File: config.mk
export PLATFORM = sky130hd
export DESIGN_NAME = game_round_ctrl
export DESIGN_NICKNAME = d
export VERILOG_FILES = /design/src/rtl/game_round_ctrl.sv
export SDC_FILE = /design/constraint.sdc
export NUM_CORES = 1
export LEC_CHECK = 0
export BUFFER_PORTS_ARGS = -buffer_cell sky130_fd_sc_hd__clkbuf_2
export CAP_MARGIN = 20
export CELL_PAD_IN_SITES_DETAIL_PLACEMENT = 0
export CELL_PAD_IN_SITES_GLOBAL_PLACEMENT = 1
export CORE_MARGIN = 5
export CORE_UTILIZATION = 44
export CTS_CLUSTER_DIAMETER = 80
export DETAILED_ROUTE_END_ITERATION = 6
export PLACE_DENSITY_LB_ADDON = 0.05
export SETUP_SLACK_MARGIN = 0.3
export SLEW_MARGIN = 10
export SYNTH_ARGS = -nofsm -noshare
export SYNTH_HDL_FRONTEND = slang
export SYNTH_SLANG_ARGS = --single-unit
File: constraint.sdc
create_clock -name clk -period 2.4 [get_ports clk]
set_input_delay 0.12 -clock clk [delete_from_list [all_inputs] [get_ports clk]]
set_output_delay 0.12 -clock clk [all_outputs]
set_load 0.005 [all_outputs]
File: src/rtl/game_round_ctrl.sv
// game_round_ctrl: round sequencer (strobe gen, launch key sync/edge, start/aim/shoot/end FSM); in: clk, reset, launch_key, *_out_of_screen, collision; out: strobe, sprite load/update controls, end_of_game, game_won
module game_round_ctrl #(
  parameter int clk_mhz = 100,
  parameter int strobe_to_update_xy_counter_width = 20,
  parameter int end_of_game_strobes = 64
) (
  input  logic clk,
  input  logic reset,
  input  logic launch_key,
  input  logic target_out_of_screen,
  input  logic torpedo_out_of_screen,
  input  logic collision,
  output logic strobe,
  output logic target_write_xy,
  output logic target_write_dxy,
  output logic torpedo_write_xy,
  output logic torpedo_write_dxy,
  output logic target_enable_update,
  output logic torpedo_enable_update,
  output logic end_of_game,
  output logic game_won
);
  localparam int w = strobe_to_update_xy_counter_width;
  localparam logic [7:0] end_last = 8'(end_of_game_strobes - 1 + 0 * clk_mhz);
  typedef enum logic [1:0] {S_START, S_AIM, S_SHOOT, S_END} state_t;
  state_t state_q, state_d;
  logic [w-1:0] cnt_q, cnt_d;
  logic strobe_q, strobe_d;
  logic [2:0] sync_q, sync_d;
  logic [7:0] dly_q, dly_d;
  logic won_q, won_d;
  logic launch_rise;
  logic t_xy, t_dxy, p_xy, p_dxy, t_en, p_en, eog;
  assign launch_rise = sync_q[1] & ~sync_q[2];
  always_comb begin
    cnt_d = cnt_q + 1'b1;
    strobe_d = &cnt_q;
    sync_d = {sync_q[1:0], launch_key};
  end
  always_comb begin
    state_d = state_q;
    dly_d = dly_q;
    won_d = won_q;
    t_xy = 1'b0;
    t_dxy = 1'b0;
    p_xy = 1'b0;
    p_dxy = 1'b0;
    t_en = 1'b0;
    p_en = 1'b0;
    eog = 1'b0;
    case (state_q)
      S_START: begin
        t_xy = 1'b1;
        p_xy = 1'b1;
        t_dxy = 1'b1;
        state_d = S_AIM;
      end
      S_AIM: begin
        t_en = strobe_q;
        if (launch_rise) begin
          p_dxy = 1'b1;
          state_d = S_SHOOT;
        end else if (target_out_of_screen) begin
          state_d = S_END;
          won_d = 1'b0;
          dly_d = 8'd0;
        end
      end
      S_SHOOT: begin
        t_en = strobe_q;
        p_en = strobe_q;
        if (collision || target_out_of_screen || torpedo_out_of_screen) begin
          state_d = S_END;
          won_d = collision;
          dly_d = 8'd0;
        end
      end
      default: begin
        eog = 1'b1;
        if (strobe_q) begin
          state_d = dly_q == end_last ? S_START : S_END;
          won_d = dly_q == end_last ? 1'b0 : won_q;
          dly_d = dly_q == end_last ? 8'd0 : dly_q + 8'd1;
        end
      end
    endcase
  end
  always_ff @(posedge clk) begin
    if (reset) begin
      state_q <= S_START;
      cnt_q <= '0;
      strobe_q <= 1'b0;
      sync_q <= 3'b000;
      dly_q <= 8'd0;
      won_q <= 1'b0;
    end else begin
      state_q <= state_d;
      cnt_q <= cnt_d;
      strobe_q <= strobe_d;
      sync_q <= sync_d;
      dly_q <= dly_d;
      won_q <= won_d;
    end
  end
  assign strobe = strobe_q & ~reset;
  assign target_write_xy = t_xy & ~reset;
  assign target_write_dxy = t_dxy & ~reset;
  assign torpedo_write_xy = p_xy & ~reset;
  assign torpedo_write_dxy = p_dxy & ~reset;
  assign target_enable_update = t_en & ~reset;
  assign torpedo_enable_update = p_en & ~reset;
  assign end_of_game = eog & ~reset;
  assign game_won = won_q & ~reset;
endmodule

Yosys cells after proc, flatten, opt, wreduce, memory -nomap -nowiden. Index checks and enable logic that the tools add are counted.

Bits in writable memories: 0. Bits in latches: 0. Memories kept: 0. ROM bits: 0. Input port bits: 6. Register bits: 35.

Div/mod/pow operators: 0. Shift-type cells: 0. Bitwise operators: 11. Equality and inequality tests: 7. $mul: 0. $lt $le $gt $ge: 0. Mux-type cells: 24. Reduce and logical (&&, ||, !) cells: 12. $add $sub $neg: 2.

Operators with widths (number): $mux W8 (5); $pmux W8 S3 (1); $add A20 B1 Y20 const B (1); $reduce_and A20 Y1 (1); $mux W1 (11); $mux W2 (5); $add A8 B1 Y8 const B (1); $and A1 B1 Y1 (8); $eq A8 B6 Y1 const B (1); $ne A2 B2 Y1 const B (3); $pmux W2 S3 (1); $reduce_and A6 Y1 (1); $reduce_bool A3 Y1 (2); $reduce_and A5 Y1 (1); $reduce_bool A4 Y1 (1); $ne A3 B3 Y1 const B (1); $not A1 Y1 (3); $pmux W1 S3 (1); $reduce_and A3 Y1 (1); $reduce_or A3 Y1 (1); $eq A2 B1 Y1 const B (1); $eq A2 B2 Y1 const B (1); $logic_not A2 Y1 (1); $logic_or A1 B1 Y1 (2); $reduce_or A2 Y1 (1).

Longest topological paths before layout. Gate-level depths: netlist of the first run.

Word-level depth: 5. Gate-level depth with buffers: 8. Depth with buffers taken out: 7.

Worst setup path before layout of the first run. No wires, ideal clock.

Path type: register -> register. From: register state_q[1]. To: register dly_q[4]. Path buffers: 1. Library setup time: 129 ps. Slack: 403 ps. Stages on the path, launching flop included: 9. Clock period less this slack: 1997 ps. Arrival time: 1868 ps. Cells stage by stage: dfxtp_1 -> inv_1 -> ha_1 -> and3b_1 -> o32a_1 -> or2_2 -> buf_2 -> o211ai_1 -> o41ai_1.

Longest elaborated chain between the ends: 3.

Ends and longest elaborated chain: start, declared (line 26) `state_t state_q, state_d;`; start signal, assigned (line 97) `state_q <= state_d;`; $eq A2 B1 Y1 (tied with other cells) (line 51) `case (state_q)`; $ne A2 B2 Y1 (no source line) (tied with other cells); $reduce_and A5 Y1 (no source line); end signal, assigned (line 101) `dly_q <= dly_d;`; end, declared (line 30) `logic [7:0] dly_q, dly_d;`.

Parallel ways exist; a longest one is shown, timed or not. A chain may end at the register's enable or synchronous reset.

Worst setup path after layout of the first run.
From: register state_q[1]. To: register dly_q[7].

Same word-level chain as after synthesis.

==> results of run 1 <==
## how the worst min path moves through the flow
stage                          start         to  depth (start not counted)  slack, ns
after CTS                 launch_key  sync_q[0]                          2       0.04
after global routing      launch_key  sync_q[0]                          2       0.06
after floorplan           launch_key  sync_q[0]                          1       0.25
final                     launch_key  sync_q[0]                          2       0.05
after global placement    launch_key  sync_q[0]                          2       0.33
after detailed placement  launch_key  sync_q[0]                          2       0.34
## cell type report
type | count | share of cell area [%]
clock buffers | 6 | 4.25
clock inverters | 1 | 0.258
inverters | 6 | 1.16
multi-input cells | 148 | 50.7
flip-flops and latches | 35 | 36.1
well taps | 48 | 3.09
repair buffers | 16 | 4.38
## layout by cell type, fill, tap and decap left out, types with 3 or more instances in the layout
master,count
inv_1,6
o21ai_0,6
nand3_1,10
nand2_1,12
clkbuf_2,14
nor3b_1,4
clkbuf_8,6
nor2_1,27
and3_1,5
nand4_1,4
nor2b_1,8
dfxtp_1,34
xor2_1,12
and4_1,3
nor3_1,3
xnor2_1,4
ha_1,5
a21oi_1,7
## cells in the mapped netlist (all sizes together), types with 2 or more instances
cell type	number	area [um2]
nor2b	8	50.1
inv	6	22.5
and3	5	31.3
and2	3	18.8
and4	4	37.5
o21ai	6	30.0
nand2	12	45.0
nand3	10	50.1
a21oi	7	35.0
xor2	12	105
nand4	5	46.3
nor4	2	12.5
nor3b	4	30.0
ha	7	87.6
nand2b	2	12.5
dfxtp	35	701
or3	3	23.8
nor2	27	101
or4	2	18.8
nor3	3	15.0
a211o	2	17.5
o32ai	2	17.5
buf	3	20.0
clkbuf	5	18.8
xnor2	4	35.0
## per-stage QoR
stage / total power [uW] / instance area, um2 / setup slack, ns / std cells
finish: 1560 / 1940 / 0.389 / 260
global route: 1660 / 1940 / 0.315 / 260
CTS: 1560 / 1930 / 0.344 / 260
detailed placement: 1130 / 1840 / 0.298 / 253
global placement: 1120 / 1840 / 0.359 / 253
floorplan: 1040 / 1740 / 0.403 / 197
## layer usage
metal,GRT usage [%],up-vias,wire (um)
met5,0,-,0
li1,-,715,-
met1,15.4,656,1480
met2,23.9,25,1610
met3,3.44,5,165
met4,7.38,0,53
## registers in the layout, summed over array words and instances (netlist names)
register / count
cnt_q: 20
dly_q: 8
sync_q: 3
state_q: 2
strobe_q: 1
won_q: 1
## cells by family (layout without fill, tap and decap cells)
| kind of cell | Yosys count | count (layout) | share of synthesized area (%) |
|---|---|---|---|
| xor+xnor | 16 | 16 | 8.07 |
| fa+ha+maj | 7 | 7 | 5.04 |
| flops | 35 | 35 | 40.3 |
| buf+inv | 14 | 29 | 3.53 |
| mux | 1 | 1 | 0.576 |
| compound gates | 28 | 28 | 10.9 |
| simple gates | 96 | 96 | 31.6 |
## repair_timing
action,in CTS,in global routing
resized for setup,1,3
pin swaps,0,0
endpoints found under the setup margin,1,4
hold buffers,0,0
## power by group
group          total, uW  switching, uW  internal, uW
Clock                419            194           225
Combinational        490            278           212
Sequential           646           34.3           612
Total               1560            507          1050
## critical path, delay by kind of cell, from the launching register on
family / cells / cell delay, ns
simple gates: 3 / 0.76
buf+inv: 1 / 0.09
fa+ha+maj: 1 / 0.21
flops: 1 / 0.36
compound gates: 2 / 0.53
==> results.md, run 1 <==
Run status:
- The flow ran to the end, and the final reports show no timing, DRC or antenna violations.

Synthesis:
- For this run, the register share of the synthesized area comes to 40.3%.
- The synthesized netlist occupies a cell area of 1740 um2.
- Each instance of the synthesized netlist takes up on average 8.82 um2.
- After synthesis, the share of flip-flops with an asynchronous set or reset is 0%.
- Counting flops and latches in the post-synthesis netlist gives 35.
- The number of enable flip-flop cells after synthesis is 0.
- For this run, the leading register cell type out of synthesis is dfxtp_1.
- After technology mapping, the gate count stands at 197.
- In this run, distinct cell masters in the synthesized netlist total 49.
- Synthesis produced a netlist with a net count of 210.
- The number of synthesis warnings is 0.

Timing:
- Final hold analysis gives a worst-case slack of 0.0532 ns.
- The final worst clock skew is 0.00260 ns.
- For this run, the top clock speed supported by timing is 497 MHz.
- The summed negative setup slack over all endpoints is 0 ns.
- The number of hold violations in the final report is 0.
- Setup repair after global routing left no endpoint under its margin.
- Of the available clock period, the critical path in the final layout requires 83.8%.
- The worst pin sits at a relative slew slack of 64.4%.
- The count of pins over their slew limit is 0.
- At the pin with the least slew margin, the transition time is 0.533 ns.
- Setup violations remaining at the end of the flow were counted as 0.
- The time the worst path needs with I/O delays and setup is 2.01 ns.

Global routing:
- The largest net degree at the start of global routing is 27.
- The overall global routing resource usage is 13.8%.
- The first global-routing pass estimated 5820 um of wire.
- The via count of the first global-routing pass is 1,372.
- Summed over all layers, the global routing overflow is 0.
- The initial antenna violation count was 0.

Cells and area:
- The post-synthesis to final-layout area growth is 11.9%.
- 0 antenna diodes ended up in the layout.
- The count of fill cells added during filler insertion is 347.
- Once layout is complete, the utilization of the core stands at 51.9%.
- The post-route netlist has 16.0% of its cells at a drive strength greater than 1.
- Summing all multi-input logic gate instances after layout gives 986 um2.
- At the end of the flow, the number of nets in the layout was 225.
- The sequential cell area in the final layout is 702 um2.

Worst setup path:
- Counting cells, the worst reg-to-reg path comes to 7.
- STA classifies the critical path endpoint as a flip-flop.
- The slowest stage of the critical path belongs to the cell o32a_1.
- The critical path goes through inv_1, ha_2, and3b_1, o32a_1, or3_4, nor4b_2, a31o_2.
- The startpoint of the worst setup timing path is state_q[1].
- The capture instance of the worst register-to-register path is dly_q[7].
- For this run, the slowest stage of the critical path takes 0.40 ns.
- For the worst setup path, the data required time is 2.63 ns.
- The critical path launch point type is a flip-flop.
- The critical path ends at dly_q[7].
- The largest fanout of any net on the critical path is 7.
- The worst reg-to-reg setup slack is 0.39 ns.
- The critical path data arrival time is 2.24 ns.
- The type of the setup path with the least slack is reg2reg.
- In this run the critical register-to-register path is launched from state_q[1].

Detailed routing:
- Once detail routing completed, the nets flagged for antenna violations numbered 0.
- The number of detailed-routing iterations run before antenna repair is 4.
- Dividing the detail-routed via count by the number of cells gives 5.39.
- For this block, the initial DRC count from the detailed router was 99.
- After detailed routing, the total wire length is 3310 um.
- The via count is 1,401.
- The number of remaining DRC errors is 0.
- The wire length per cell after detailed routing is 12.7 um.

Floorplanning:
- The count of pins on the block boundary is 15.
- The overall die area is 5300 um2.
- The x dimension of the die is 72.8 um.
- The starting utilization of the core area is 46.4%.
- The core region is 3740 um2.
- The die is 72.8 um tall.
- The row count is 22.

Worst hold path:
- The worst hold-check path type is in2reg.

Power:
- The static leakage is 0.000747 uW.
- In this run the power density over the cells is 800 nW/um2.
- The peak supply drop is 522 uV.

Clocking:
- The total setup buffers inserted after CTS is 0.
- The clock net in this run drives a total of 35 sinks.
- The clock latency on the worst-skew pair is 0.28 ns.
- The root buffer cell chosen for the clock tree is clkbuf_8.
- No sink is reached through more buffers than the 2 on the longest clock path.
- Clock-pin slew was measured on the worst setup and hold paths at 0.07 ns.
- The level count of the clock H-tree is 2.
- The number of buffers inserted during clock tree synthesis is 5.
- The CTS tree is yes.

Flow run:
- Across the run, the number of max-cap violations was 0.

Placed design:
- The final weighted congestion of routability-driven global placement is 0.852.
- In this run the tool buffered the top-level ports with 14 buffer cells.
- The post-DP HPWL is 2400 um.
(Power assumes the default switching activity.)
==> run 2, diff against run 1 <==
- CORE_UTILIZATION: 44 -> 40
- clock period: 2.4 -> 1.6 ns (I/O delays scaled with it)
==> results.md, run 2 (synthesis gave the netlist of run 1 again) <==
Run status:
- Result of the run: finished with violations (was complete, no violations).
- The checks that failed: negative setup slack.

Power:
- The switching share of power is 33.5% (was 32.6%).
- The sequential share of power is 31.1% (was 41.5%).
- The peak supply drop is 488 uV (was 522 uV).
- The static leakage is 0.00103 uW (was 0.000747 uW).
- The combinational group share of total power came to 49.6% (was 31.5%).
- The net switching power of the design is 1050 uW (was 507 uW).
- The internal power summed over all cells is 2080 uW (was 1050 uW).
- The power density relative to cell area was 1210 nW/um2 (was 800 nW/um2).
- The clock share of power came to 19.3% (was 26.9%).

Timing:
- The count of endpoints failing setup in the final report is 14 (was 0).
- The time the worst path needs with I/O delays and setup is 1.84 ns (was 2.01 ns).
- The worst hold margin was 0.0314 ns (was 0.0532 ns).
- The max-slew headroom at the worst pin is 60.8% (was 64.4%).
- The number of hold violations in the final report is 0 (unchanged).
- The fraction of the cycle the final worst path needs is 115% (was 83.8%).
- The count of pins over their slew limit came to 0 (unchanged).
- RSZ-0062 raised after global routing: true (was false).
- The actual transition at the worst max-transition pin is 0.589 ns (was 0.533 ns).
- The final worst clock skew is 0.00306 ns (was 0.00260 ns).
- The peak clock frequency supported by timing is 545 MHz (was 497 MHz).
- The least setup slack across all paths after layout is -0.235 ns (was 0.389 ns).

Detailed routing:
- The via count is 1,583 (was 1,401).
- The number of remaining DRC errors is 0 (unchanged).
- The wire length per cell after detailed routing is 13.5 um (was 12.7 um).
- The number of routed nets with antenna violations is 0 (unchanged).
- The total wire length came to 4130 um (was 3310 um).
- The detail-routed via count per cell is 5.17 (was 5.39).
- The number of detailed-routing iterations run before antenna repair is 4 (unchanged).
- The number of violations reported at the end of detailed-routing iteration 0 is 53 (was 99).

Clocking:
- The CTS tree is yes (unchanged).
- The number of buffers inserted during clock tree synthesis came to 5 (unchanged).
- The clock transition at the registers of the reported paths is 0.07 ns (about the same).
- The buffer cell driving the clock tree root was clkbuf_8 (unchanged).
- The clock latency on the worst-skew pair was 0.28 ns (about the same).
- The largest buffer count on any clock path is 2 (unchanged).
- The level count of the clock H-tree was 2 (unchanged).
- The number of sinks on the clock net is 35 (unchanged).

Global routing:
- The overall global routing resource usage was 14.9% (was 13.8%).
- The remaining global-route overflow came to 0 (unchanged).
- The largest net degree at the start of global routing came to 25 (was 27).
- The global-route wire length before repair was 6530 um (was 5820 um).
- The via count of the first global-routing pass is 1,499 (was 1,372).
- The initial antenna violation count came to 0 (unchanged).

Worst setup path:
- The element type at the critical path end is a flip-flop (unchanged).
- The slowest stage cell on the critical path was o32a_1 (unchanged).
- The startpoint of the worst setup timing path is state_q[1] (unchanged).
- The required time of the critical path is 1.83 ns (was 2.63 ns).
- The capture instance of the worst register-to-register path was dly_q[7] (unchanged).
- The worst reg-to-reg setup slack came to -0.24 ns (was 0.39 ns).
- The number of cells on the worst reg-to-reg path came to 7 (unchanged).
- The count of buffering cells on the critical path with inverters included is 1 (unchanged).
- The type of the setup path with the least slack is reg2reg (unchanged).
- Crit path cell chain: inv_4, ha_4, and3b_1, o32a_1, or3_4, nor4b_4, a31o_2 (was inv_1, ha_2, and3b_1, o32a_1, or3_4, nor4b_2, a31o_2).
- The startpoint of the worst-slack reg-to-reg timing path is state_q[1] (unchanged).
- The stage delay of the slowest cell on the critical path was 0.39 ns (was 0.40 ns).
- The critical path depth in cells was 7 (unchanged).
- The critical path data arrival time is 2.07 ns (was 2.24 ns).
- The dominant delay contributor by cell family on the critical path is simple AND/OR/NAND/NOR gates (unchanged).
- The critical path launch point type is a flip-flop (unchanged).
- The largest fanout of any net on the critical path is 5 (was 7).
- The capturing element of the worst setup path is dly_q[7] (unchanged).

Cells and area:
- The register containing the most flip-flops in the final layout is cnt_q (unchanged).
- The final standard cell utilization of the core is 60.1% (was 51.9%).
- Top library cells by usage in the layout, fill and taps aside: buf_4, nor2_1, dfxtp_1 (was dfxtp_1, nor2_1, clkbuf_2).
- The post-synthesis to final-layout area growth is 48.6% (was 11.9%).
- The fraction of final layout cells with drive strength greater than 1 is 48.8% (was 16.0%).
- The total inserted antenna cells is 0 (unchanged).
- The final net count came to 266 (was 225).
- The number of flip-flops in the largest register is 20 (unchanged).
- The number of standard cells in the layout, taps in and fillers out came to 306 (was 260).
- Leading registers by flop count: cnt_q (20), dly_q (8), sync_q (3) (unchanged).
- The finished layout cell area came to 2580 um2 (was 1940 um2).
- The most common library cell in the layout ignoring fill and taps is buf_4 (was dfxtp_1).

Floorplanning:
- The x dimension of the die was 75.9 um (was 72.8 um).
- The starting utilization of the core area is 40.4% (was 46.4%).
- The vertical die dimension is 75.9 um (was 72.8 um).
- The count of pins on the block boundary is 15 (unchanged).
- The core area is 4290 um2 (was 3740 um2).
- The overall die area is 5760 um2 (was 5300 um2).
- The row count came to 24 (was 22).

Flow run:
- The max-cap violation count is 0 (unchanged).

Placed design:
- The final weighted congestion of routability-driven global placement was 0.822 (was 0.852).
- The count of input and output buffers is 14 (unchanged).
- The post-place instance area is 2070 um2 (was 1840 um2).
- The post-DP HPWL was 2610 um (was 2400 um).
- The placed instance count is 280 (was 253).

Worst hold path:
- The worst hold-check path type is in2reg (unchanged).
## run 2: cell count changes in the layout (fill, tap and decap cells not counted), sizes merged
cell,before,now
buf,2,45
clkbuf,20,19
## run 2: worst min path at each step
stage	startpoint	endpoint	slack [ns]	cells after the start
6_report	launch_key	sync_q[0]	0.03	2
5_1_grt	launch_key	sync_q[0]	0.03	2
4_1_cts	launch_key	sync_q[0]	0.03	2
3_5_place_dp	launch_key	sync_q[0]	0.34	2
3_3_place_gp	launch_key	sync_q[0]	0.33	2
2_1_floorplan	reset	game_won	0.20	1
## run 2: power groups by stage
stage                     Combinational (uW)  Sequential (uW)  Clock (uW)
after floorplan                          637              991           0
after global placement                  1020              977           0
after detailed placement                1030              982           0
after CTS                               1290              960         632
after global routing                    1680              979         661
final                                   1550              971         604
## run 2: area by class of cell
type / instances / area [um2]
multi-input combinational: 148 / 1220
tap: 52 / 65.1
timing repair buffer: 57 / 464
clock buffer: 7 / 76.3
sequential: 35 / 723
inverter: 6 / 25.0
fill: 386 / 1710
clock inverter: 1 / 5.00
## run 2: metrics by stage
step	setup WS, ns	power, uW	TNS [ns]
2_1_floorplan	-0.236	1630	-1.32
3_3_place_gp	-0.220	2000	-1.41
3_5_place_dp	-0.284	2010	-2.05
4_1_cts	-0.237	2880	-1.74
5_1_grt	-0.327	3320	-3.21
6_report	-0.235	3120	-2.10
## run 2: what timing repair did
action	in CTS	in global routing
endpoints found under the setup margin	27	31
hold buffers	0	0
setup buffers	12	6
gates resized for setup	41	37
hold endpoints to repair	0	0
pin swaps	22	20
## run 2: per-layer routing
metal	wire length [um]	vias to the layer above	GRT usage (%)
met3	157	6	3.69
met4	69	0	7.38
li1	-	802	-
met1	1860	754	18.1
met2	2050	21	24.5
met5	0	-	0
